`config.mk`:
```
export PLATFORM = sky130hd
export DESIGN_NAME = jk_mod_counter
export DESIGN_NICKNAME = d
export VERILOG_FILES = /design/src/rtl/jk_mod_counter_pkg.sv /design/src/rtl/jk_mod_counter_jk_cell.sv /design/src/rtl/jk_mod_counter.sv
export SDC_FILE = /design/constraint.sdc
export NUM_CORES = 1
export LEC_CHECK = 0
export CORE_AREA = 2 2 39 41
export DETAILED_ROUTE_END_ITERATION = 7
export DIE_AREA = 0 0 41 43
export DONT_BUFFER_PORTS = 1
export PLACE_DENSITY_LB_ADDON = 0.3
export SLEW_MARGIN = 10
export SYNTH_ARGS = -nofsm -noshare
export SYNTH_HDL_FRONTEND = slang
export SYNTH_SLANG_ARGS = --single-unit
```
`constraint.sdc`:
```
create_clock -name clk -period 2.1 [get_ports clk]
set_clock_uncertainty 0.05 [all_clocks]
set_input_delay 0.315 -clock clk [delete_from_list [all_inputs] [get_ports clk]]
set_output_delay 0.315 -clock clk [all_outputs]
set_load 0.03 [all_outputs]
```
`src/rtl/jk_mod_counter_pkg.sv`:
```
// Shared constants for the JK-cell modulo counter: default geometry and the
// {J,K} input encoding used to steer each storage cell.
package jk_mod_counter_pkg;

    localparam int DEFAULT_WIDTH   = 4;
    localparam int DEFAULT_MODULUS = 10;

    // Encoding is {J,K}.
    typedef enum logic [1:0] {
        JK_HOLD   = 2'b00,
        JK_RESET  = 2'b01,
        JK_SET    = 2'b10,
        JK_TOGGLE = 2'b11
    } jk_code_e;

    // Pick the JK command that moves a cell from cur to nxt. Unchanged bits
    // get HOLD so a disabled counter drives J=K=0 on every cell.
    function automatic jk_code_e jk_encode(input logic cur, input logic nxt);
        if (cur == nxt) begin
            return JK_HOLD;
        end else if (nxt) begin
            return JK_SET;
        end else begin
            return JK_RESET;
        end
    endfunction

endpackage

```
`src/rtl/jk_mod_counter_jk_cell.sv`:
```
// Single JK storage bit with asynchronous active-low clear.
module jk_cell
    import jk_mod_counter_pkg::*;
(
    input  logic clk,
    input  logic reset,
    input  logic j,
    input  logic k,
    output logic q
);

    logic q_q;
    logic q_d;

    // Characteristic equation of a JK flip-flop.
    always_comb begin
        q_d = (j & ~q_q) | (~k & q_q);
    end

    // Storage bit, cleared immediately when reset is low.
    always_ff @(posedge clk or negedge reset) begin
        if (!reset) begin
            q_q <= 1'b0;
        end else begin
            q_q <= q_d;
        end
    end

    assign q = q_q;

endmodule

```
`src/rtl/jk_mod_counter.sv`:
```
// Up/down modulo counter built from JK cells, with saturating parallel load,
// combinational terminal count and a registered wrap pulse.
module jk_mod_counter
    import jk_mod_counter_pkg::*;
#(
    parameter int WIDTH   = DEFAULT_WIDTH,
    parameter int MODULUS = DEFAULT_MODULUS
) (
    input  logic             clk,
    input  logic             reset,
    input  logic             en,
    input  logic             up,
    input  logic             load,
    input  logic [WIDTH-1:0] din,
    output logic [WIDTH-1:0] q,
    output logic             tc,
    output logic             wrap
);

    localparam logic [WIDTH-1:0] MAX_VAL = WIDTH'(MODULUS - 1);

    logic [WIDTH-1:0] count_q;
    logic [WIDTH-1:0] target;
    logic [WIDTH-1:0] j_vec;
    logic [WIDTH-1:0] k_vec;
    logic             tc_int;
    logic             wrap_q;
    logic             wrap_d;

    // Target count for the next edge: load (saturating) beats enabled step beats hold.
    // An out-of-range count left by a fault is pulled back to zero on any step.
    always_comb begin
        target = count_q;
        if (load) begin
            target = (int'(din) < MODULUS) ? din : MAX_VAL;
        end else if (en) begin
            if (int'(count_q) >= MODULUS) begin
                target = '0;
            end else if (up) begin
                target = (count_q == MAX_VAL) ? '0 : count_q + WIDTH'(1);
            end else begin
                target = (count_q == '0) ? MAX_VAL : count_q - WIDTH'(1);
            end
        end
    end

    // Terminal count: the step about to be taken wraps around.
    always_comb begin
        tc_int = en & ~load & ((up & (count_q == MAX_VAL)) | (~up & (count_q == '0)));
        wrap_d = tc_int;
    end

    // Translate the target count into per-cell J/K commands.
    always_comb begin
        j_vec = '0;
        k_vec = '0;
        for (int i = 0; i < WIDTH; i++) begin
            {j_vec[i], k_vec[i]} = jk_encode(count_q[i], target[i]);
        end
    end

    generate
        for (genvar gi = 0; gi < WIDTH; gi++) begin : g_cell
            jk_cell u_cell (
                .clk   (clk),
                .reset (reset),
                .j     (j_vec[gi]),
                .k     (k_vec[gi]),
                .q     (count_q[gi])
            );
        end
    endgenerate

    // Wrap pulse: one cycle high after each edge that took a wrapping step.
    always_ff @(posedge clk or negedge reset) begin
        if (!reset) begin
            wrap_q <= 1'b0;
        end else begin
            wrap_q <= wrap_d;
        end
    end

    assign q    = count_q;
    assign tc   = tc_int;
    assign wrap = wrap_q;

endmodule

```
# Yosys cells after proc, flatten, opt, wreduce, memory -nomap -nowiden
# Cells that the tools add are included.
[totals]
wordCells = 57
in_bits = 9
regBits = 5
output_inout_bits = 6
[op_classes]
n_reduce_logical = 1
n_addsub = 2
n_bitwise = 27
magnitude_cmp = 2
n_eq_ne = 5
muxes = 15
[ops]
columns = ["cell", "n"]
rows = [
  ["two-way mux 4 bit", 7],
  ["two-way mux 2 bit", 8],
  ["bitwise AND 1 bit", 12],
  ["inverter 1 bit", 10],
  ["OR 1 bit", 5],
  ["adder 4 x 1 -> 4 bit, second input constant", 1],
  ["equality test 1 bit", 4],
  ["equality test 4 bit, second input constant", 1],
  [">= comparator 4 bit, second input constant", 1],
  ["logical NOT 4 bit", 1],
  ["< comparator 4 bit, second input constant", 1],
  ["subtractor 4 x 1 -> 4 bit, second input constant", 1],
]

# Depth between registers and ports, before layout
[logic_depth]
ltp_word = 11
ltp_mapped = 6
depth_no_buf = 6

# Cells and area by module
# A second synthesis with hierarchy kept.
[unflattened]
cells_unflattened = 66
hier_area_um2 = 561.8
[modules_own_cells]
columns = ["module", "instances", "area_per_inst_um2", "cells_each", "seq_area_each_um2"]
rows = [
  ["jk_mod_counter", 1, 406.6, 54, 25.0],
  ["jk_cell", 4, 38.8, 3, 25.0],
]

# Least setup slack after synthesis
# No wires, ideal clock.
[synth_path]
kind = "flip-flop to output port"
startpoint = "register g_cell[0].u_cell.q_q"
endpoint = "output port tc"
path_buffers = 0
setup_slack_ps = -207
required_ps = 1735
stages_incl_launch_ff = 6
t_arrival_ps = 1942
cell_sequence = "dfrtp_1 inv_1 ha_1 nand2b_1 or3_4 a211oi_1"
[synth_between]
elab_chain_cells = 4
word_cells_on_any_way = 6
classes_between = "eq/ne: 1; bitwise: 4; reduce/logical: 1"
[synth_rtl]
columns = ["element", "line", "rtl"]
rows = [
  ["start, declared", "jk_mod_counter_jk_cell.sv:12", "logic q_q;"],
  ["start signal, assigned", "jk_mod_counter_jk_cell.sv:25", "q_q <= q_d;"],
  ["equality test 4 bit / logical NOT 4 bit (equally long branches)", "jk_mod_counter.sv:49", "tc_int = en & ~load & ((up & (count_q == MAX_VAL)) | (~up & (count_q == '0)));"],
  ["bitwise AND 1 bit", "jk_mod_counter.sv:49", ""],
  ["OR 1 bit (*)", "jk_mod_counter.sv:49", ""],
  ["bitwise AND 1 bit (*)", "jk_mod_counter.sv:49", ""],
  ["end, declared", "jk_mod_counter.sv:16", "output logic tc,"],
]
# Mark *: on every way between the ends. The rest lies on a longest branch, timed or not.

# Final worst setup path
# Ends and elaborated chain as after synthesis.

==> metrics.txt <==
Max Transition Viols Final 0; Setup crit end kind output pin; Ant. Diodes 0; clock tree from TritonCTS yes; Post-route DRC 0; layout cells sized above 1 35.48%; Hold EP g_cell[2].u_cell.q; # rows 14; sequential fraction of the synthesis area 25.58%; largest net degree at the start of global routing 10; max incr delay on CP 0.38 ns; effective utilization at floorplan 35.35%; xor and xnor area share after synthesis 1.790%; first-pass GRT wire length 1642 um; max_cap viols 0; routed len/inst 12.74 um; Cell Count, Final, Fillers Out 78; Syn Std Cell Area 489.2 sq um; Placed Area 509.2 sq um; VDD IR max 0.0004090 V; Detailed Place HPWL 781 um; gr ovfl total 0; Crit Reg-Reg Endpoint g_cell[2].u_cell.q; Setup Crit Path Kind reg -> out; Yosys cell types 30; Worst setup SP type register; worst-path fanout max 3; Filler cells 143; I/O pin cnt 15; Worst Hold Slack 0.1079 ns; WP buf/inv 2; Die Span Y 43 um; syn nets 69; Core ar. 1384 sq um; post-route design area 570.5 sq um; largest family of logic cells by synthesized area compound AO/OA/AOI/OAI gates; r2r setup slk 0.33 ns; post-route ant nets 0; CP arrival 1.67 ns; vias per cell 5.308; DIE AREA 1763 sq um; DP Cell Count 70; synthesis-to-finish area growth 16.62%; vias in the first global route 397; Synth Area in Simple Gates 21.74%; slowest stage cell, crit path dfrtp_1; status complete, no violations; TritonCTS Sinks 5; via count 414; hold depth 1; CTS Root Cell clkbuf_4; H-Tree Depth 1; post-synthesis compound-gate area fraction 28.90%; first drt pass iteration count 2; worst slew margin relative to its limit 82.14%; IO buf count 0; Tmin final 2.037 ns; Clk Latency, worst-skew pair 0.23 ns; Power Density 652.9 nW/um^2; worst path cell trace inv_2 > ha_2 > nand2b_1 > or3_4 > a211oi_2 > buf_4; Worst-Margin Slew 0.2681 ns; Hold WC Path Type in -> reg; TritonCTS buffer count 3; clock slew at reported path FFs 0.04 ns; YS warnings 0; number of setup violations in the final report 0; Syn Area/Cell 8.736 sq um; DRT Wirelength 994 um; DRT iter0 DRCs 9; total track usage 13.94%; delay-heaviest family, CP simple AND/OR/NAND/NOR gates; cells on worst reg2reg path 6; total negative setup slack 0 ns; initial antenna violation count 0; period utilisation layout 96.99%; post-synthesis mux area share 0%; Fmax 0.4910 GHz; CTS max path bufs 2; hold wc startpoint load; cell count after synthesis 56; Die Span X 41 um; worst endpoint required time 1.74 ns; Nets 76; RR Startpoint g_cell[1].u_cell.q; leakage 0.2458 nW; post-synthesis register bit count 5; endpoints failing hold 0; placer congestion estimate 0.7633; Synth Area in Adders 10.23%
-- layout by cell type, fill, tap and decap left out, types with 2 or more instances in the layout --
master / n
a21oi_1: 4
buf_4: 8
clkbuf_4: 3
dfrtp_1: 5
ha_1: 3
inv_1: 2
inv_2: 2
nand2_1: 2
nand2b_1: 3
nand3b_1: 3
nor2_1: 3
o21ai_0: 4
-- synthesized netlist by cell type, drive strengths merged --
cell    instances  area (sq um)
buf             5         33.78
dfrtp           5         125.1
a21oi           4         20.02
ha              4         50.05
inv             4         15.01
o21ai           4         20.02
nand2b          3         18.77
nand3b          3         22.52
nor2            3         11.26
a22oi           2         20.02
clkbuf          2         8.750
nand2           2         7.510
nand3           2         15.01
a211oi          1         7.510
a21o            1         7.510
a221o           1         10.01
a221oi          1         15.01
nand4b          1         8.760
nor2b           1         6.260
nor3            1         5.000
o21a            1         7.510
o21ba           1         10.01
o31ai           1         12.51
o32a            1         11.26
or3             1         11.26
xor2            1         8.760
-- layer usage --
| layer | up-vias | global-route usage, % | share of wire, % |
|---|---|---|---|
| met2 | 11 | 19.69 | 48 |
| met1 | 194 | 19.02 | 46 |
| met3 | 0 | 7.330 | 5.5 |
| met4 | 0 | 2.000 | 0 |
| met5 | - | 0 | 0 |
| li1 | 209 | - | - |
-- final cells by class --
| class | instances | area, sq um | area share, % |
|---|---|---|---|
| clock buffers | 4 | 26.28 | 4.605 |
| inverters | 4 | 15.01 | 2.632 |
| multi-input cells | 40 | 314.1 | 55.04 |
| flip-flops and latches | 5 | 125.1 | 21.93 |
| well taps | 16 | 20.02 | 3.509 |
| repair buffers | 9 | 70.07 | 12.28 |
-- cells by family after synthesis --
group	after synthesis
AO/OA/AOI/OAI	18
AND/OR/NAND/NOR	17
buffers and inverters	11
flip-flops	5
adder cells (fa/ha/maj)	4
XOR/XNOR	1
-- flip-flops by register name, summed over array words and instances (netlist names) --
name and flops:
wrap 1, g_cell.u_cell.q 4
-- report_power, final --
part | total, W | internal, W | switching, W
sequential | 0.000114 | 0.000107 | 0.00000733
clock | 0.000106 | 0.0000715 | 0.0000347
combinational | 0.000152 | 0.0000651 | 0.0000868
-- per-stage QoR --
stage / util, % / power [W] / setup slack (ns)
final: 41.23 / 0.0003725 / 0.06319
after global routing: 41.23 / 0.0004027 / -0.01059
after detailed placement: 36.80 / 0.0002550 / 0.2251
after CTS: 40.14 / 0.0003731 / 0.0003876
after floorplan: - / 0.0002392 / 0.09214
after global placement: 36.80 / 0.0002561 / 0.2314
-- worst max-delay path by stage --
stage,slack [ns],cells after the start,from,endpoint
global placement,0.23,6,g_cell[0].u_cell.q,tc
detailed placement,0.23,6,g_cell[0].u_cell.q,tc
floorplan,0.09,5,g_cell[0].u_cell.q,tc
CTS,0.0004,6,g_cell[1].u_cell.q,tc
finish,0.06,6,g_cell[0].u_cell.q,tc
global route,-0.01,6,g_cell[0].u_cell.q,tc
-- what timing repair did --
action                                  CTS  global route
endpoints found under the setup margin    1             1
hold buffers                              1             0
endpoints found under the hold margin     5             0
gates cloned                              0             0
setup buffers                             1             2
pin swaps                                 1             1
resized for setup                         2             1
Note: power is estimated with default switching activity, not from simulation.
